<file path="config.mk">
export PLATFORM = sky130hd
export DESIGN_NAME = lsu_cache_port
export DESIGN_NICKNAME = d
export VERILOG_FILES = /design/src/rtl/lsu_cache_port.sv
export SDC_FILE = /design/constraint.sdc
export NUM_CORES = 1
export LEC_CHECK = 0
export ABC_AREA = 1
export CAP_MARGIN = 20
export CORE_ASPECT_RATIO = 1.1
export CORE_MARGIN = 2
export CORE_UTILIZATION = 45
export DETAILED_ROUTE_END_ITERATION = 12
export PLACE_DENSITY = 0.77
export SYNTH_ARGS = -nofsm -noshare
export SYNTH_HDL_FRONTEND = slang
export SYNTH_SLANG_ARGS = --single-unit
</file>
<file path="constraint.sdc">
create_clock -name clk -period 1.9 [get_ports clk]
set_input_delay 0.475 -clock clk [delete_from_list [all_inputs] [get_ports clk]]
set_output_delay 0.475 -clock clk [all_outputs]
set_load 0.01 [all_outputs]
</file>
<file path="src/rtl/lsu_cache_port.sv">
// Load/store front end: turns RISC-V LB/LH/LW/LBU/LHU/SB/SH/SW requests into word-aligned
// cache read/write sequences, read-modify-write for sub-word stores, with a hit watchdog.
module lsu_cache_port #(
    parameter int unsigned MAX_WAIT = 63
) (
    input  logic        clk,
    input  logic        rst_b,
    input  logic        req_valid,
    input  logic        req_we,
    input  logic [2:0]  req_funct3,
    input  logic [31:0] req_addr,
    input  logic [31:0] req_wdata,
    output logic        ready,
    output logic        done,
    output logic        err,
    output logic [31:0] rdata,
    output logic [31:0] c_addr,
    output logic        c_read,
    output logic        c_write,
    output logic [7:0]  c_data_in [0:3],
    input  logic [7:0]  c_data_out [0:3],
    input  logic        c_hit
);

    localparam int unsigned CNT_W = (MAX_WAIT > 1) ? $clog2(MAX_WAIT + 1) : 1;
    localparam logic [CNT_W-1:0] WAIT_LAST = CNT_W'((MAX_WAIT > 0) ? MAX_WAIT - 1 : 0);
    localparam logic WD_EN = (MAX_WAIT > 0);

    localparam logic [2:0] IDLE    = 3'd0;
    localparam logic [2:0] RD_WAIT = 3'd1;
    localparam logic [2:0] WR_WAIT = 3'd2;
    localparam logic [2:0] RESP    = 3'd3;
    localparam logic [2:0] ERR     = 3'd4;

    localparam logic [2:0] F3_B  = 3'b000;
    localparam logic [2:0] F3_H  = 3'b001;
    localparam logic [2:0] F3_W  = 3'b010;
    localparam logic [2:0] F3_BU = 3'b100;
    localparam logic [2:0] F3_HU = 3'b101;

    logic [2:0]       state, state_n;
    logic [1:0]       off_q, off_n;
    logic             we_q, we_n;
    logic [2:0]       f3_q, f3_n;
    logic [15:0]      wdata_q, wdata_n;
    logic [CNT_W-1:0] cnt, cnt_n;
    logic [31:0]      rdata_n, c_addr_n;
    logic [7:0]       c_data_in_n [0:3];
    logic             ready_n, done_n, err_n, c_read_n, c_write_n;

    logic             req_bad;
    logic             timeout;
    logic [7:0]       ld_byte;
    logic [15:0]      ld_half;
    logic [31:0]      ld_val;
    logic [7:0]       merged [0:3];

    // Request legality: illegal funct3 for the direction, or misaligned halfword/word
    always_comb begin
        req_bad = 1'b1;
        case (req_funct3)
            F3_B:    req_bad = 1'b0;
            F3_H:    req_bad = req_addr[0];
            F3_W:    req_bad = |req_addr[1:0];
            F3_BU:   req_bad = req_we;
            F3_HU:   req_bad = req_we | req_addr[0];
            default: req_bad = 1'b1;
        endcase
    end

    // Load extraction/extension and sub-word store merge on the returned cache word
    always_comb begin
        ld_byte = c_data_out[off_q];
        ld_half = off_q[1] ? {c_data_out[3], c_data_out[2]} : {c_data_out[1], c_data_out[0]};
        case (f3_q)
            F3_B:    ld_val = {{24{ld_byte[7]}}, ld_byte};
            F3_H:    ld_val = {{16{ld_half[15]}}, ld_half};
            F3_BU:   ld_val = {24'h0, ld_byte};
            F3_HU:   ld_val = {16'h0, ld_half};
            default: ld_val = {c_data_out[3], c_data_out[2], c_data_out[1], c_data_out[0]};
        endcase
        for (int k = 0; k < 4; k++) begin
            merged[k] = c_data_out[k];
            if (f3_q[1:0] == 2'b00 && off_q == 2'(k))
                merged[k] = wdata_q[7:0];
            else if (f3_q[1:0] == 2'b01 && off_q[1] == k[1])
                merged[k] = k[0] ? wdata_q[15:8] : wdata_q[7:0];
        end
    end

    // Next state and next registered outputs
    always_comb begin
        state_n     = state;
        off_n       = off_q;
        we_n        = we_q;
        f3_n        = f3_q;
        wdata_n     = wdata_q;
        cnt_n       = cnt;
        rdata_n     = rdata;
        c_addr_n    = c_addr;
        c_data_in_n = c_data_in;
        timeout     = WD_EN && (cnt == WAIT_LAST);

        case (state)
            IDLE: begin
                if (req_valid) begin
                    off_n   = req_addr[1:0];
                    we_n    = req_we;
                    f3_n    = req_funct3;
                    wdata_n = req_wdata[15:0];
                    cnt_n   = '0;
                    if (req_bad) begin
                        state_n = ERR;
                    end else begin
                        c_addr_n = {req_addr[31:2], 2'b00};
                        if (req_we && req_funct3 == F3_W) begin
                            state_n = WR_WAIT;
                            for (int k = 0; k < 4; k++)
                                c_data_in_n[k] = req_wdata[8*k +: 8];
                        end else begin
                            state_n = RD_WAIT;
                        end
                    end
                end
            end
            RD_WAIT: begin
                if (c_hit) begin
                    if (we_q) begin
                        c_data_in_n = merged;
                        cnt_n       = '0;
                        state_n     = WR_WAIT;
                    end else begin
                        rdata_n = ld_val;
                        state_n = RESP;
                    end
                end else if (timeout) begin
                    state_n = ERR;
                end else begin
                    cnt_n = cnt + CNT_W'(1);
                end
            end
            WR_WAIT: begin
                if (c_hit)
                    state_n = RESP;
                else if (timeout)
                    state_n = ERR;
                else
                    cnt_n = cnt + CNT_W'(1);
            end
            RESP:    state_n = IDLE;
            ERR:     state_n = IDLE;
            default: state_n = IDLE;
        endcase

        ready_n   = (state_n == IDLE);
        c_read_n  = (state_n == RD_WAIT);
        c_write_n = (state_n == WR_WAIT);
        done_n    = (state_n == RESP) || (state_n == ERR);
        err_n     = (state_n == ERR);
    end

    always_ff @(posedge clk or negedge rst_b) begin
        if (!rst_b) begin
            state     <= IDLE;
            off_q     <= 2'b00;
            we_q      <= 1'b0;
            f3_q      <= 3'b000;
            wdata_q   <= 16'h0;
            cnt       <= '0;
            rdata     <= 32'h0;
            c_addr    <= 32'h0;
            c_data_in <= '{default: 8'h00};
            ready     <= 1'b1;
            done      <= 1'b0;
            err       <= 1'b0;
            c_read    <= 1'b0;
            c_write   <= 1'b0;
        end else begin
            state     <= state_n;
            off_q     <= off_n;
            we_q      <= we_n;
            f3_q      <= f3_n;
            wdata_q   <= wdata_n;
            cnt       <= cnt_n;
            rdata     <= rdata_n;
            c_addr    <= c_addr_n;
            c_data_in <= c_data_in_n;
            ready     <= ready_n;
            done      <= done_n;
            err       <= err_n;
            c_read    <= c_read_n;
            c_write   <= c_write_n;
        end
    end

endmodule

</file>
==> results of run 1 <==
==> metal layers <==
| metal | wire, um | share of wire | vias up |
|---|---|---|---|
| li1 | - | - | 3508 |
| met1 | 8900 | 0.40 | 3314 |
| met2 | 10400 | 0.48 | 335 |
| met3 | 1940 | 0.088 | 53 |
| met4 | 689 | 0.031 | 0 |
| met5 | 0 | 0 | - |
==> power breakdown <==
part / switching (mW) / internal [mW]
Clock: 1.23 / 2.23
Combinational: 4.24 / 3.71
Sequential: 0.874 / 4.08
==> flip-flops by register name, indices dropped and copies added (netlist names) <==
name / count
err: 1
c_write: 1
c_addr: 30
c_data_in: 32
done: 1
wdata_q: 16
off_q: 2
state: 3
cnt: 6
ready: 1
c_read: 1
we_q: 1
f3_q: 3
rdata: 32
==> metrics by stage <==
stage / instances / util / setup WS [ns] / total power, mW / hold slack [ns]
2_1_floorplan: 977 / - / 0.405 / 9.03 / 0.179
3_3_place_gp: 1367 / 0.624 / -0.148 / 12.7 / 0.312
3_5_place_dp: 1367 / 0.624 / -0.230 / 12.9 / 0.313
4_1_cts: 1399 / 0.666 / 0.0360 / 16.4 / 0.405
5_1_grt: 1399 / 0.666 / 0.0147 / 17.5 / 0.425
6_report: 1399 / 0.666 / 0.0429 / 16.4 / 0.418
==> worst register-to-register path: stages (launching register included) <==
cell	delay, ns
dfrtp_1	0.59
inv_2	0.15
nand2_1	0.16
inv_1	0.09
nand3_1	0.10
nand2_2	0.19
o21ai_0	0.24
inv_1	0.06
==> cell type report <==
| cell class | count | share of cell area |
|---|---|---|
| sequential | 130 | 0.323 |
| tap | 196 | 0.0244 |
| multi-input combinational | 691 | 0.308 |
| timing repair buffer | 243 | 0.243 |
| clock inverter | 8 | 0.0124 |
| clock buffer | 23 | 0.0495 |
| inverter | 108 | 0.0403 |
==> worst min path at each step <==
stage / startpoint / endpoint / depth (start not counted)
floorplan: rst_b / c_addr[10] / 0
global placement: rst_b / c_write / 1
detailed placement: rst_b / c_write / 1
CTS: rst_b / c_write / 2
global route: rst_b / c_write / 2
finish: rst_b / c_write / 2
==> repair_timing <==
item,4_1_cts,5_1_grt
hold buffers,1,0
hold endpoints to repair,4,0
gates resized for setup,1,3
cloned,0,0
endpoints found under the setup margin,1,9
==> kinds of logic (layout without fill, tap and decap cells) <==
logic type      Yosys count  after routing  synth area share
simple gates            544            544             0.332
compound gates          143            143             0.105
flops                   130            130             0.465
fa+ha+maj                 2              2           0.00358
buf+inv                 156            382            0.0938
other cells               1              2          0.000536
==> Yosys cell counts (2+ instances only) <==
cell / instances / share of area
buf_1: 6 / 0.0032
buf_6: 4 / 0.0064
buf_4: 4 / 0.0043
dfrtp_1: 129 / 0.46
or2_2: 27 / 0.024
ha_1: 2 / 0.0036
buf_2: 19 / 0.014
nand2_1: 360 / 0.19
o21ai_0: 93 / 0.067
clkbuf_1: 14 / 0.0075
nand4_1: 2 / 0.0018
inv_2: 3 / 0.0016
o21bai_1: 2 / 0.0021
a21oi_1: 34 / 0.024
inv_1: 105 / 0.056
nand3_1: 106 / 0.076
nand2_2: 3 / 0.0027
o21ai_1: 6 / 0.0043
o22ai_1: 5 / 0.0045
nor2_1: 37 / 0.020
o211ai_1: 3 / 0.0032
nor2_4: 3 / 0.0048
==> qor.txt, run 1 <==
most frequent cells in the layout -> nand2_1, clkdlybuf4s50_1, dfrtp_1, nand3_1, inv_1
CP Launch Type -> register
Worst Path Arrival -> 1.38 ns
DR iter-0 viols -> 584
RR Endpoint -> rdata[24]
Synth Area per Inst -> 7.16 um2
number of diodes -> 0
Hold WC Path Type -> in2async
number of flops mapped to enable cells by yosys -> 0
crit path from -> c_data_in[0]
Filler cells -> 1,283
share of post-route cells with drive strength above 1 -> 0.0948
outcome -> finished clean
area delta synth->final -> 43.9%
RePlAce Congestion -> 0.917
Pleak -> 5.04 nW
met1 track demand over resource -> 0.337
Tcrit/Tclk final -> 0.977
maximum fanout along the worst path -> 2
endpoints failing hold -> 0
number of global-route vias before repair -> 6,907
# Post-CTS Setup Buffers -> 0
critical path class -> reg2out
initial antenna violation count -> 0
#FFs+latches synth -> 130
Num Clock Sinks -> 130
R2R setup slack -> 0.20 ns
via/cell ratio -> 5.15
Synth Cell Area -> 6990 um2
ys flop type -> dfrtp_1
R2R cell count -> 7
most used routing layer -> met2
Area after DPL -> 9430 um2
Total GRT Usage -> 0.270
max-slew violation count -> 0
RSZ-0062 raised after global routing -> no
synth unique cells -> 31
met2 Use GR -> 0.438
root buf cell -> clkbuf_16
Req. time, crit path -> 1.42 ns
CORE AREA -> 15,100 um2
drt wl/cell -> 15.7 um
Worst Path Buf+Inv -> 1
Layout Nets -> 1,297
CTS H-tree depth -> 4
GRT overflow -> 0
first-pass GRT wire length -> 34,700 um
die area -> 16,600 um2
grt met3 use -> 0.0811
IO Port Bufs -> 202
element type at the critical path end -> output port
Worst-path clk slew -> 0.06 ns
chip width -> 123 um
Power Density -> 1620 nW/um2
largest net degree at the start of global routing -> 53
max frequency -> 538 MHz
Setup violations, final -> 0
synthesized netlist cell count -> 976
worst ir drop on vdd -> 0.782 mV
Setup TNS -> 0 ns
Vias -> 7,210
crit path cell chain -> clkdlybuf4s50_1
Setup crit end -> c_data_in[0]
fin area -> 10,100 um2
Yosys Warn Count -> 0
ys async rst share -> 1.00
drc violations -> 0
Max stage delay cell, worst path -> clkdlybuf4s50_1
delay-heaviest family, CP -> buffers and inverters
Final ANT Viol Nets -> 0
commonest non-fill, non-tap cell in the layout -> nand2_1
Detailed Place HPWL -> 15,900 um
WL final -> 22,000 um
TritonCTS clock tree -> done
Die H -> 135 um
R2R Path Start -> f3_q[1]
FF+latch area -> 3250 um2
worst skew pair latency -> 0.42 ns
MaxCap Viol Count -> 0
area of the multi-input gates -> 3100 um2
Initial Utilization -> 0.463
min cycle time layout -> 1.86 ns
Stages on worst setup path -> 1
I/O pins -> 205
Seq/Total Area, Yosys -> 0.465
TritonCTS Buffers -> 17
Crit path largest cell delay -> 0.58 ns
Max clock buf depth -> 2
skew final -> 0.00723 ns
row count -> 47
Detailed Routing Iterations Pass 1 -> 6
Note: power is estimated with default switching activity, not from simulation.
==> run 2: changes to the inputs <==
--- a/config.mk
+++ b/config.mk
@@ -12,6 +12,7 @@
 export CORE_UTILIZATION = 45
 export DETAILED_ROUTE_END_ITERATION = 12
 export PLACE_DENSITY = 0.77
+export SLEW_MARGIN = 20
 export SYNTH_ARGS = -nofsm -noshare
 export SYNTH_HDL_FRONTEND = slang
 export SYNTH_SLANG_ARGS = --single-unit
==> results of run 2 <==
No change in the layout: final DEF, timing and power equal those of run 1.
==> run 3: changes to the inputs <==
--- a/config.mk
+++ b/config.mk
@@ -9,9 +9,10 @@
 export CAP_MARGIN = 20
 export CORE_ASPECT_RATIO = 1.1
 export CORE_MARGIN = 2
-export CORE_UTILIZATION = 45
+export CORE_UTILIZATION = 48
 export DETAILED_ROUTE_END_ITERATION = 12
-export PLACE_DENSITY = 0.77
+export GPL_TIMING_DRIVEN = 0
+export PLACE_DENSITY = 0.81
 export SLEW_MARGIN = 20
 export SYNTH_ARGS = -nofsm -noshare
 export SYNTH_HDL_FRONTEND = slang
==> qor.txt, run 3 (synthesized netlist as in run 1, its figures left out) <==
worst ir drop on vdd -> 1.11 mV
CTS H-tree depth -> 4
CP Launch Type -> register
initial antenna violation count -> 0
first-pass GRT wire length -> 35,100 um
Slew HR -> 0.622
WL final -> 22,500 um
Detailed Routing Iterations Pass 1 -> 7
Pleak -> 5.03 nW
Tcrit/Tclk final -> 0.969
outcome -> finished clean
GRT overflow -> 0
crit path cell chain -> clkdlybuf4s50_1
Pwr Total -> 16.2 mW
endpoints failing hold -> 0
min cycle time layout -> 1.84 ns
Worst Path Arrival -> 1.37 ns
worst skew pair latency -> 0.43 ns
Setup WS post-layout -> 0.0596 ns
Worst Path Buf+Inv -> 1
Max clock buf depth -> 2
drc violations -> 0
largest net degree at the start of global routing -> 89
CORE AREA -> 14,300 um2
top flop regs -> c_data_in x32, rdata x32, c_addr x30
Die H -> 131 um
Final ANT Viol Nets -> 0
Worst Max-Slew Pin Slew -> 0.566 ns
maximum fanout along the worst path -> 2
drt wl/cell -> 16.0 um
RSZ-0062 raised after global routing -> yes
chip width -> 119 um
TritonCTS Buffers -> 17
skew final -> 0.00618 ns
commonest non-fill, non-tap cell in the layout -> nand2_1
Initial Utilization -> 0.488
TritonCTS clock tree -> done
element type at the critical path end -> output port
Worst-path clk slew -> 0.06 ns
share of post-route cells with drive strength above 1 -> 0.102
Filler cells -> 1,214
MaxCap Viol Count -> 0
most frequent cells in the layout -> nand2_1, clkdlybuf4s50_1, dfrtp_1, inv_1, nand3_1
row count -> 46
I/O pins -> 205
IO Port Bufs -> 202
Detailed Place HPWL -> 17,000 um
RePlAce Congestion -> 0.982
delay-heaviest family, CP -> buffers and inverters
Setup WS pre-CTS -> -0.434 ns
Total GRT Usage -> 0.291
Num Clock Sinks -> 130
via/cell ratio -> 5.21
crit path from -> c_addr[13]
number of global-route vias before repair -> 7,040
critical path class -> reg2out
Layout Nets -> 1,310
number of diodes -> 0
max-slew violation count -> 0
R2R Path Start -> f3_q[0]
Hold WC Path Type -> reg2reg
DR iter-0 viols -> 584
Crit path largest cell delay -> 0.55 ns
hold path startpoint -> c_addr[25]
Max stage delay cell, worst path -> clkdlybuf4s50_1
Power Density -> 1630 nW/um2
root buf cell -> clkbuf_16
die area -> 15,600 um2
Req. time, crit path -> 1.42 ns
area delta synth->final -> 42.8%
Setup violations, final -> 0
Vias -> 7,343
max frequency -> 543 MHz
[run 3: changes by cell type in the layout (fill, tap and decap cells not counted), sizes merged]
cell	before	now
clkinvlp	4	2
clkinv	1	7
inv	108	109
buf	41	35
clkbuf	23	38
[run 3: final cells by class]
class	instances	area (um2)	share of cell area
plain buffers	48	270	0.0271
clock buffers	19	443	0.0444
clock inverters	13	160	0.0160
inverters	108	405	0.0406
multi-input cells	691	3120	0.312
flip-flops and latches	130	3260	0.326
well taps	192	240	0.0241
repair buffers	208	2090	0.209
[run 3: where the power goes]
part / switching, mW / internal (mW) / leakage (nW)
sequential: 0.815 / 4.08 / 1.61
combinational: 4.42 / 3.57 / 3.13
clock: 1.26 / 2.09 / 0.293
[run 3: worst register-to-register path, delay by kind of cell (launching register included)]
kind | cells | cell delay [ns]
buffers and inverters | 3 | 0.40
and+or+nand+nor | 4 | 0.76
AOI/OAI and AO/OA | 1 | 0.11
DFF | 1 | 0.50
[run 3: worst paths after layout]
check	end	slack, ns	depth (start not counted)
worst max-delay path	c_addr[13]	0.06	1
worst min-delay path	c_addr[25]	0.47	2
worst max register to register	rdata[28]	0.08	8
worst min register to register	c_addr[25]	0.47	2
max in group asynchronous	ready	0.66	3
min in group asynchronous	c_addr[2]	0.52	2
[run 3: stage by stage]
stage                     setup TNS, ns  cell area, um2  cells   util  hold WS [ns]
after floorplan                       0            7000    977      -         0.179
after global placement          -634.37            9260   1371  0.646         0.453
after detailed placement         -31.34            9290   1372  0.648         0.381
after CTS                             0            9900   1405  0.691         0.472
after global routing             -0.144            9980   1409  0.697         0.492
final                                 0            9980   1409  0.697         0.468
[run 3: repair_timing]
item / in CTS / in global routing
gates resized for setup: 1 / 34
hold buffers: 1 / 0
setup endpoints to repair: 1 / 91
buffers inserted: 0 / 4
hold endpoints to repair: 42 / 0
pin swaps: 0 / 3
[run 3: layer usage]
layer  global-route usage  vias to the layer above  share of wire
li1                     -                     3538              -
met1                0.345                     3405           0.39
met2                0.492                      336           0.49
met3               0.0812                       64          0.084
met4                0.146                        0          0.038
met5                    0                        -              0
